## src/rtl/pipeline_pkg.sv

```systemverilog
// pipeline_pkg
//   Shared types and constants for the RV32I pipeline control logic.
//   hz_state_t : hazard controller FSM state (RUN, MEM_WAIT, FAULT)
//   FWD_*      : Execute operand forwarding selects
//   fwd_sel    : forwarding select for one Execute source operand
package pipeline_pkg;

   typedef enum logic [1:0] {
      RUN      = 2'd0,
      MEM_WAIT = 2'd1,
      FAULT    = 2'd2
   } hz_state_t;

   localparam logic [1:0] FWD_NONE = 2'b00;
   localparam logic [1:0] FWD_WB   = 2'b01;
   localparam logic [1:0] FWD_MEM  = 2'b10;

   // Memory stage wins over Writeback because it holds the younger result.
   // x0 is never forwarded since it always reads as zero.
   function automatic logic [1:0] fwd_sel(input logic [4:0] rs,
                                          input logic [4:0] rd_m,
                                          input logic       we_m,
                                          input logic [4:0] rd_w,
                                          input logic       we_w);
      logic [1:0] sel;
      sel = FWD_NONE;
      if (we_m && (rd_m != 5'd0) && (rd_m == rs))
         sel = FWD_MEM;
      else if (we_w && (rd_w != 5'd0) && (rd_w == rs))
         sel = FWD_WB;
      return sel;
   endfunction

endpackage

```

## src/rtl/sat_counter.sv

```systemverilog
// sat_counter
//   Up-counter that stops at all-ones instead of wrapping.
//   i_Clk   : clock, rising edge
//   i_Reset : synchronous active-high clear
//   i_Inc   : count this cycle
//   o_Count : current count (registered)
module sat_counter #(
   parameter int W = 32
) (
   input  logic         i_Clk,
   input  logic         i_Reset,
   input  logic         i_Inc,
   output logic [W-1:0] o_Count
);

   always_ff @(posedge i_Clk) begin
      if (i_Reset)
         o_Count <= '0;
      else if (i_Inc && (o_Count != {W{1'b1}}))
         o_Count <= o_Count + 1'b1;
   end

endmodule

```

## src/rtl/hazard_controller.sv

```systemverilog
// hazard_controller
//   Stall / flush / forwarding control for the five-stage RV32I pipeline.
//   Resolves load-use, taken-branch and multi-cycle data-memory hazards,
//   watches memory waits for a timeout, and counts stall and flush cycles.
//
//   Inputs : i_Clk, i_Reset (sync, active high), Decode sources i_Rs1D/i_Rs2D,
//            Execute i_Rs1E/i_Rs2E/i_RdE/i_ResultSrcE0/i_PCSrcE,
//            Memory i_RdM/i_RegWriteM/i_MemReqM/i_MemReadyM,
//            Writeback i_RdW/i_RegWriteW.
//   Outputs: o_StallF/D/E/M, o_FlushD/E/W, o_ForwardAE/BE (combinational),
//            o_MemFault (sticky), o_StallCount/o_FlushCount (saturating),
//            o_State (current FSM state, for observation).
//
//   Handshake: the Memory stage access completes in the cycle where
//   i_MemReqM && i_MemReadyM; every cycle with i_MemReqM && !i_MemReadyM
//   freezes F/D/E/M and bubbles Writeback.
module hazard_controller
   import pipeline_pkg::*;
#(
   parameter int MEM_TIMEOUT = 16,
   parameter int CNT_W       = 32
) (
   input  logic             i_Clk,
   input  logic             i_Reset,
   input  logic [4:0]       i_Rs1D,
   input  logic [4:0]       i_Rs2D,
   input  logic [4:0]       i_Rs1E,
   input  logic [4:0]       i_Rs2E,
   input  logic [4:0]       i_RdE,
   input  logic             i_ResultSrcE0,
   input  logic             i_PCSrcE,
   input  logic [4:0]       i_RdM,
   input  logic [4:0]       i_RdW,
   input  logic             i_RegWriteM,
   input  logic             i_RegWriteW,
   input  logic             i_MemReqM,
   input  logic             i_MemReadyM,
   output logic             o_StallF,
   output logic             o_StallD,
   output logic             o_StallE,
   output logic             o_StallM,
   output logic             o_FlushD,
   output logic             o_FlushE,
   output logic             o_FlushW,
   output logic [1:0]       o_ForwardAE,
   output logic [1:0]       o_ForwardBE,
   output logic             o_MemFault,
   output logic [CNT_W-1:0] o_StallCount,
   output logic [CNT_W-1:0] o_FlushCount,
   output hz_state_t        o_State
);

   // Last wait-count value that may still see a completion; one more
   // not-ready cycle there means the memory has hung.
   localparam logic [7:0] WAIT_LAST = 8'(MEM_TIMEOUT - 1);

   hz_state_t  state_q, state_n;
   logic [7:0] wait_q, wait_n;
   logic       mem_stall;
   logic       lw_stall;

   assign mem_stall = (state_q != FAULT) && i_MemReqM && !i_MemReadyM;

   assign lw_stall = i_ResultSrcE0 && (i_RdE != 5'd0) &&
                     ((i_RdE == i_Rs1D) || (i_RdE == i_Rs2D));

   // State register
   always_ff @(posedge i_Clk) begin
      if (i_Reset) begin
         state_q <= RUN;
         wait_q  <= '0;
      end else begin
         state_q <= state_n;
         wait_q  <= wait_n;
      end
   end

   // Next-state and wait counter
   always_comb begin
      state_n = state_q;
      wait_n  = wait_q;
      case (state_q)
         RUN: begin
            if (mem_stall) begin
               if (wait_q == WAIT_LAST) begin
                  state_n = FAULT;
               end else begin
                  state_n = MEM_WAIT;
                  wait_n  = wait_q + 8'd1;
               end
            end else begin
               wait_n = '0;
            end
         end
         MEM_WAIT: begin
            if (mem_stall) begin
               if (wait_q == WAIT_LAST)
                  state_n = FAULT;
               else
                  wait_n = wait_q + 8'd1;
            end else if (i_MemReadyM) begin
               state_n = RUN;
               wait_n  = '0;
            end
         end
         FAULT: begin
            state_n = FAULT;
         end
         default: begin
            state_n = RUN;
            wait_n  = '0;
         end
      endcase
   end

   // Pipeline controls. A memory wait outranks branch and load-use so the
   // branch stays in Execute and redirects once the wait is over.
   always_comb begin
      o_StallF    = 1'b0;
      o_StallD    = 1'b0;
      o_StallE    = 1'b0;
      o_StallM    = 1'b0;
      o_FlushD    = 1'b0;
      o_FlushE    = 1'b0;
      o_FlushW    = 1'b0;
      o_ForwardAE = FWD_NONE;
      o_ForwardBE = FWD_NONE;
      if (i_Reset) begin
         o_FlushD = 1'b1;
         o_FlushE = 1'b1;
         o_FlushW = 1'b1;
      end else if (state_q == FAULT || mem_stall) begin
         o_StallF = 1'b1;
         o_StallD = 1'b1;
         o_StallE = 1'b1;
         o_StallM = 1'b1;
         o_FlushW = 1'b1;
         if (state_q != FAULT) begin
            o_ForwardAE = fwd_sel(i_Rs1E, i_RdM, i_RegWriteM, i_RdW, i_RegWriteW);
            o_ForwardBE = fwd_sel(i_Rs2E, i_RdM, i_RegWriteM, i_RdW, i_RegWriteW);
         end
      end else begin
         if (lw_stall) begin
            o_StallF = 1'b1;
            o_StallD = 1'b1;
            o_FlushE = 1'b1;
         end
         if (i_PCSrcE) begin
            o_FlushD = 1'b1;
            o_FlushE = 1'b1;
         end
         o_ForwardAE = fwd_sel(i_Rs1E, i_RdM, i_RegWriteM, i_RdW, i_RegWriteW);
         o_ForwardBE = fwd_sel(i_Rs2E, i_RdM, i_RegWriteM, i_RdW, i_RegWriteW);
      end
   end

   assign o_MemFault = (state_q == FAULT) && !i_Reset;
   assign o_State    = state_q;

   sat_counter #(.W(CNT_W)) u_stall_cnt (
      .i_Clk   (i_Clk),
      .i_Reset (i_Reset),
      .i_Inc   (o_StallF),
      .o_Count (o_StallCount)
   );

   sat_counter #(.W(CNT_W)) u_flush_cnt (
      .i_Clk   (i_Clk),
      .i_Reset (i_Reset),
      .i_Inc   (o_FlushD),
      .o_Count (o_FlushCount)
   );

endmodule

```

## config.mk

```make
export PLATFORM = sky130hd
export DESIGN_NAME = hazard_controller
export DESIGN_NICKNAME = d
export VERILOG_FILES = /design/src/rtl/pipeline_pkg.sv /design/src/rtl/sat_counter.sv /design/src/rtl/hazard_controller.sv
export SDC_FILE = /design/constraint.sdc
export NUM_CORES = 1
export LEC_CHECK = 0
export BUFFER_PORTS_ARGS = -buffer_cell sky130_fd_sc_hd__clkbuf_2
export CAP_MARGIN = 20
export CORE_MARGIN = 3
export CORE_UTILIZATION = 45
export CTS_CLUSTER_DIAMETER = 30
export DETAILED_ROUTE_END_ITERATION = 16
export GPL_ROUTABILITY_DRIVEN = 0
export PLACE_DENSITY = 0.71
export SYNTH_ARGS = -nofsm -noshare
export SYNTH_HDL_FRONTEND = slang
export SYNTH_SLANG_ARGS = --single-unit
```

## constraint.sdc

```tcl
create_clock -name i_Clk -period 2.8 [get_ports i_Clk]
set_input_delay 0.56 -clock i_Clk [delete_from_list [all_inputs] [get_ports i_Clk]]
set_output_delay 0.56 -clock i_Clk [all_outputs]
set_load 0.03 [all_outputs]
```

==> results.tsv <==
stage	metric	value	unit
outcome	status	complete, no violations	
final_layout	layout cell share with drive strength beyond 1	26.4	%
clock_network	Reg clk slew, reported paths	80	ps
grt	vias in the first global route	3741	
synth	Post-Syn Nets	542	
route	Routed Antenna Nets	0	
final_layout	NumNets Final	665	
pwr	Static Leak	0.00195	uW
pwr	PD cells	416	nW/um2
worst_setup_path	Worst Path Buf+Inv	1	
clock_network	clock latency on the worst-skew pair	350	ps
grt	initial antenna violation count	0	
synth	yosys synthesis warning count	0	
synth	synth top area cells	dfxtp_1 36%, xnor2_1 6.9%, xor2_1 6.9%	
flow_run	MaxCap Viol Count	0	
synth	Avg Inst Size Synth	8.24	um2
worst_hold_path	Hold Crit Class	in -> reg	
worst_setup_path	Slowest cell on crit path	or4_4	
worst_setup_path	CP Max Fanout	6	
floorplan	Die ar.	10300	um2
placement	Placement Cell Area	4790	um2
floorplan	starting density of the core	46.6	%
floorplan	standard-cell rows	34	
sta	setup TNS	0	ps
grt	Overflow after GRT	0	
worst_hold_path	min-delay src	i_MemReqM	
pwr	Flop pwr share	51.7	%
sta	Slew HR	30.5	%
sta	Final Hold Violating Endpoints	0	
floorplan	CORE AREA	8760	um2
route	DR iter-0 viols	130	
floorplan	Die Ht	101	um
clock_network	CTS tree	built	
route	DR vias/cell	5.52	
sta	Final setup viols	0	
clock_network	Post-CTS Setup Bufs	0	
pwr	maximum VDD drop	0.286	mV
route	DRT Pass-1 Iters	4	
final_layout	Design Area, Final	4980	um2
sta	unrepaired setup endpoints after global routing	no	
sta	Final Max Tran Viols	0	
worst_setup_path	critical path depth in cells	6	
synth	FF+latch count, synth	74	
grt	Tot GR Track Use	20.0	%
final_layout	Layout area overhead	22.0	%
synth	EDFF count, synth	0	
sta	min cycle time layout	2610	ps
clock_network	htree depth	3	
synth	Cell variety after synth	47	
route	routed vias	4040	
synth	Yosys top cell area share	36.3	%
sta	clock skew	18.6	ps
worst_setup_path	reg2reg path depth	9	
worst_setup_path	Crit. Startpoint	o_State[1]	
pwr	Combinational Power Share	10.7	%
worst_setup_path	startpoint types	flop	
worst_setup_path	CP max stage delay	550	ps
clock_network	clock root buffer	clkbuf_8	
synth	post-synthesis cell count	496	
pwr	Clk pwr share	37.7	%
grt	pin count of the biggest net entering global routing	49	
worst_setup_path	critical path class	reg -> out	
synth	asr flop ratio synth	0	%
worst_setup_path	Req. time, crit path	2240	ps
pwr	Net Sw Frac	28.4	%
synth	Top FF cell, synth	dfxtp_1	
floorplan	Die Wd	101	um
placement	DP Wirelength	7.84	mm
clock_network	TritonCTS Buffers	9	
grt	first-pass GRT wire length	17.0	mm
sta	ratio of final minimum period to clock period	93.1	%
clock_network	CTS sink count	74	
worst_setup_path	RR Endpoint	u_stall_cnt.o_Count[25]	
placement	PortBufs	120	
route	Avg WL per Cell	14.1	um
sta	max frequency	0.384	GHz
worst_setup_path	Worst Path Arrival	2050	ps
route	total wire length	10.3	mm
sta	Slew @ Worst Pin	1040	ps
floorplan	# IOs	121	
clock_network	Max Buffers Root-to-Sink	2	
worst_setup_path	endpoint class of the critical path	output port	
worst_setup_path	Worst path top cell family by delay	simple AND/OR/NAND/NOR gates	
worst_setup_path	reg2reg setup slack	260	ps
worst_setup_path	r2r startpoint	u_stall_cnt.o_Count[0]	
pwr	Cell Int Power	1480	uW
synth	register area share after synthesis	36.3	%
worst_setup_path	end point of the critical path	o_ForwardAE[0]	
final_layout	ant diodes	0	
pwr	NetSw	589	uW
worst_setup_path	worst-path cell chain	nor2b_2, nor2_2, o211ai_1, or4_4, nor4_2, buf_4	
synth	Post-Synthesis Cell Area	4090	um2
synth	leading area contributor after synthesis	dfxtp_1	
route	number of remaining DRC errors	0	
-- kinds of logic (layout without fill, tap and decap cells) --
kind of cell	Yosys count	after routing	synth area share, %
simple gates	237	237	31.3
compound gates	84	84	12.2
flops	74	74	36.3
xor+xnor	64	64	13.7
buf+inv	27	155	3.74
mux	7	7	1.87
fa+ha+maj	3	3	0.919
-- worst min path at each step --
| stage | to | cells past startpoint | slack [ps] |
|---|---|---|---|
| floorplan | wait_q[7] | 2 | 480 |
| global placement | u_flush_cnt.o_Count[27] | 2 | 480 |
| detailed placement | u_flush_cnt.o_Count[27] | 2 | 500 |
| CTS | o_State[0] | 2 | 490 |
| global route | o_State[0] | 2 | 490 |
| finish | o_State[0] | 2 | 500 |
-- final cells by class --
cell class | count | area (um2)
clock buffers | 9 | 124
repair buffers | 131 | 686
clock inverters | 7 | 58.8
multi-input cells | 395 | 2470
fillers | 874 | 3780
well taps | 108 | 135
flip-flops and latches | 74 | 1480
inverters | 8 | 30.0
-- through the flow --
stage / total power [uW] / hold WS (ps) / worst slack, ps / utilization, % / instances
2_1_floorplan: 1230 / 476 / 152 / - / 496
3_3_place_gp: 1310 / 478 / 200 / 54.6 / 716
3_5_place_dp: 1320 / 496 / 148 / 54.6 / 716
4_1_cts: 2100 / 488 / 7.20 / 56.7 / 732
5_1_grt: 2160 / 494 / 10.1 / 56.9 / 732
6_report: 2070 / 504 / 194 / 56.9 / 732
-- power by group through the flow --
stage	Combinational [uW]	Sequential [uW]	Clock, uW
finish	221	1070	781
global route	244	1070	847
CTS	222	1070	803
detailed placement	222	1100	0
global placement	215	1090	0
floorplan	125	1110	0
-- sequential cells by signal, indices dropped and copies added (netlist names) --
register,count
u_flush_cnt.o_Count,32
u_stall_cnt.o_Count,32
wait_q,8
o_State,2
-- what timing repair did --
item	4_1_cts	5_1_grt
pin swaps	0	0
setup endpoints to repair	1	1
gates cloned	0	0
hold buffers	0	0
resized for setup	1	5
-- Yosys cell counts (3+ instances only) --
library cell  number
and3_1            10
clkbuf_1           8
inv_1              8
nor4_1             9
o21ai_0           21
or3_1             16
nand3_1           30
nor2b_1            8
and2_1             4
buf_4              3
nor2_1            56
or4_1             17
xnor2_1           32
o31ai_1           12
mux2_2             5
nand4_1           22
a211oi_1           3
buf_2              4
o211ai_1           3
a31oi_1            3
nand2_1           30
and4_1            10
xor2_1            32
a21oi_1           33
or2_2              3
ha_1               3
dfxtp_1           74
nor3_1            13
-- cells in the final DEF (no fill, tap or decap), types with 2 or more instances in the layout --
master / synthesis / final
xnor2_1: 32 / 32
or4_1: 17 / 16
nor4_1: 9 / 8
ha_1: 3 / 3
inv_6: 0 / 3
and3_1: 10 / 10
nand3_1: 30 / 30
mux2_2: 5 / 5
nor3_1: 13 / 13
o21ai_0: 21 / 21
a21o_1: 2 / 2
buf_4: 3 / 12
nand2b_1: 2 / 2
a211oi_1: 3 / 3
nor2b_1: 8 / 7
nand2_1: 30 / 30
a21oi_1: 33 / 33
a31oi_1: 3 / 3
nor2_1: 56 / 55
nand4_1: 22 / 22
or3_1: 16 / 16
clkbuf_8: 2 / 9
or2_2: 3 / 3
and4_1: 10 / 10
o31ai_1: 12 / 12
dfxtp_1: 74 / 73
o211ai_1: 3 / 3
and2_1: 4 / 4
mux2i_1: 2 / 2
clkbuf_2: 0 / 119
inv_1: 8 / 8
xor2_1: 32 / 32
-- per-layer routing --
metal,up-vias,share of wire [%],track usage [%]
li1,2062,-,-
met1,1882,45,25.6
met2,80,48,33.9
met3,16,5.0,3.93
met4,0,1.6,6.75
met5,-,0,0
(Power assumes the default switching activity.)
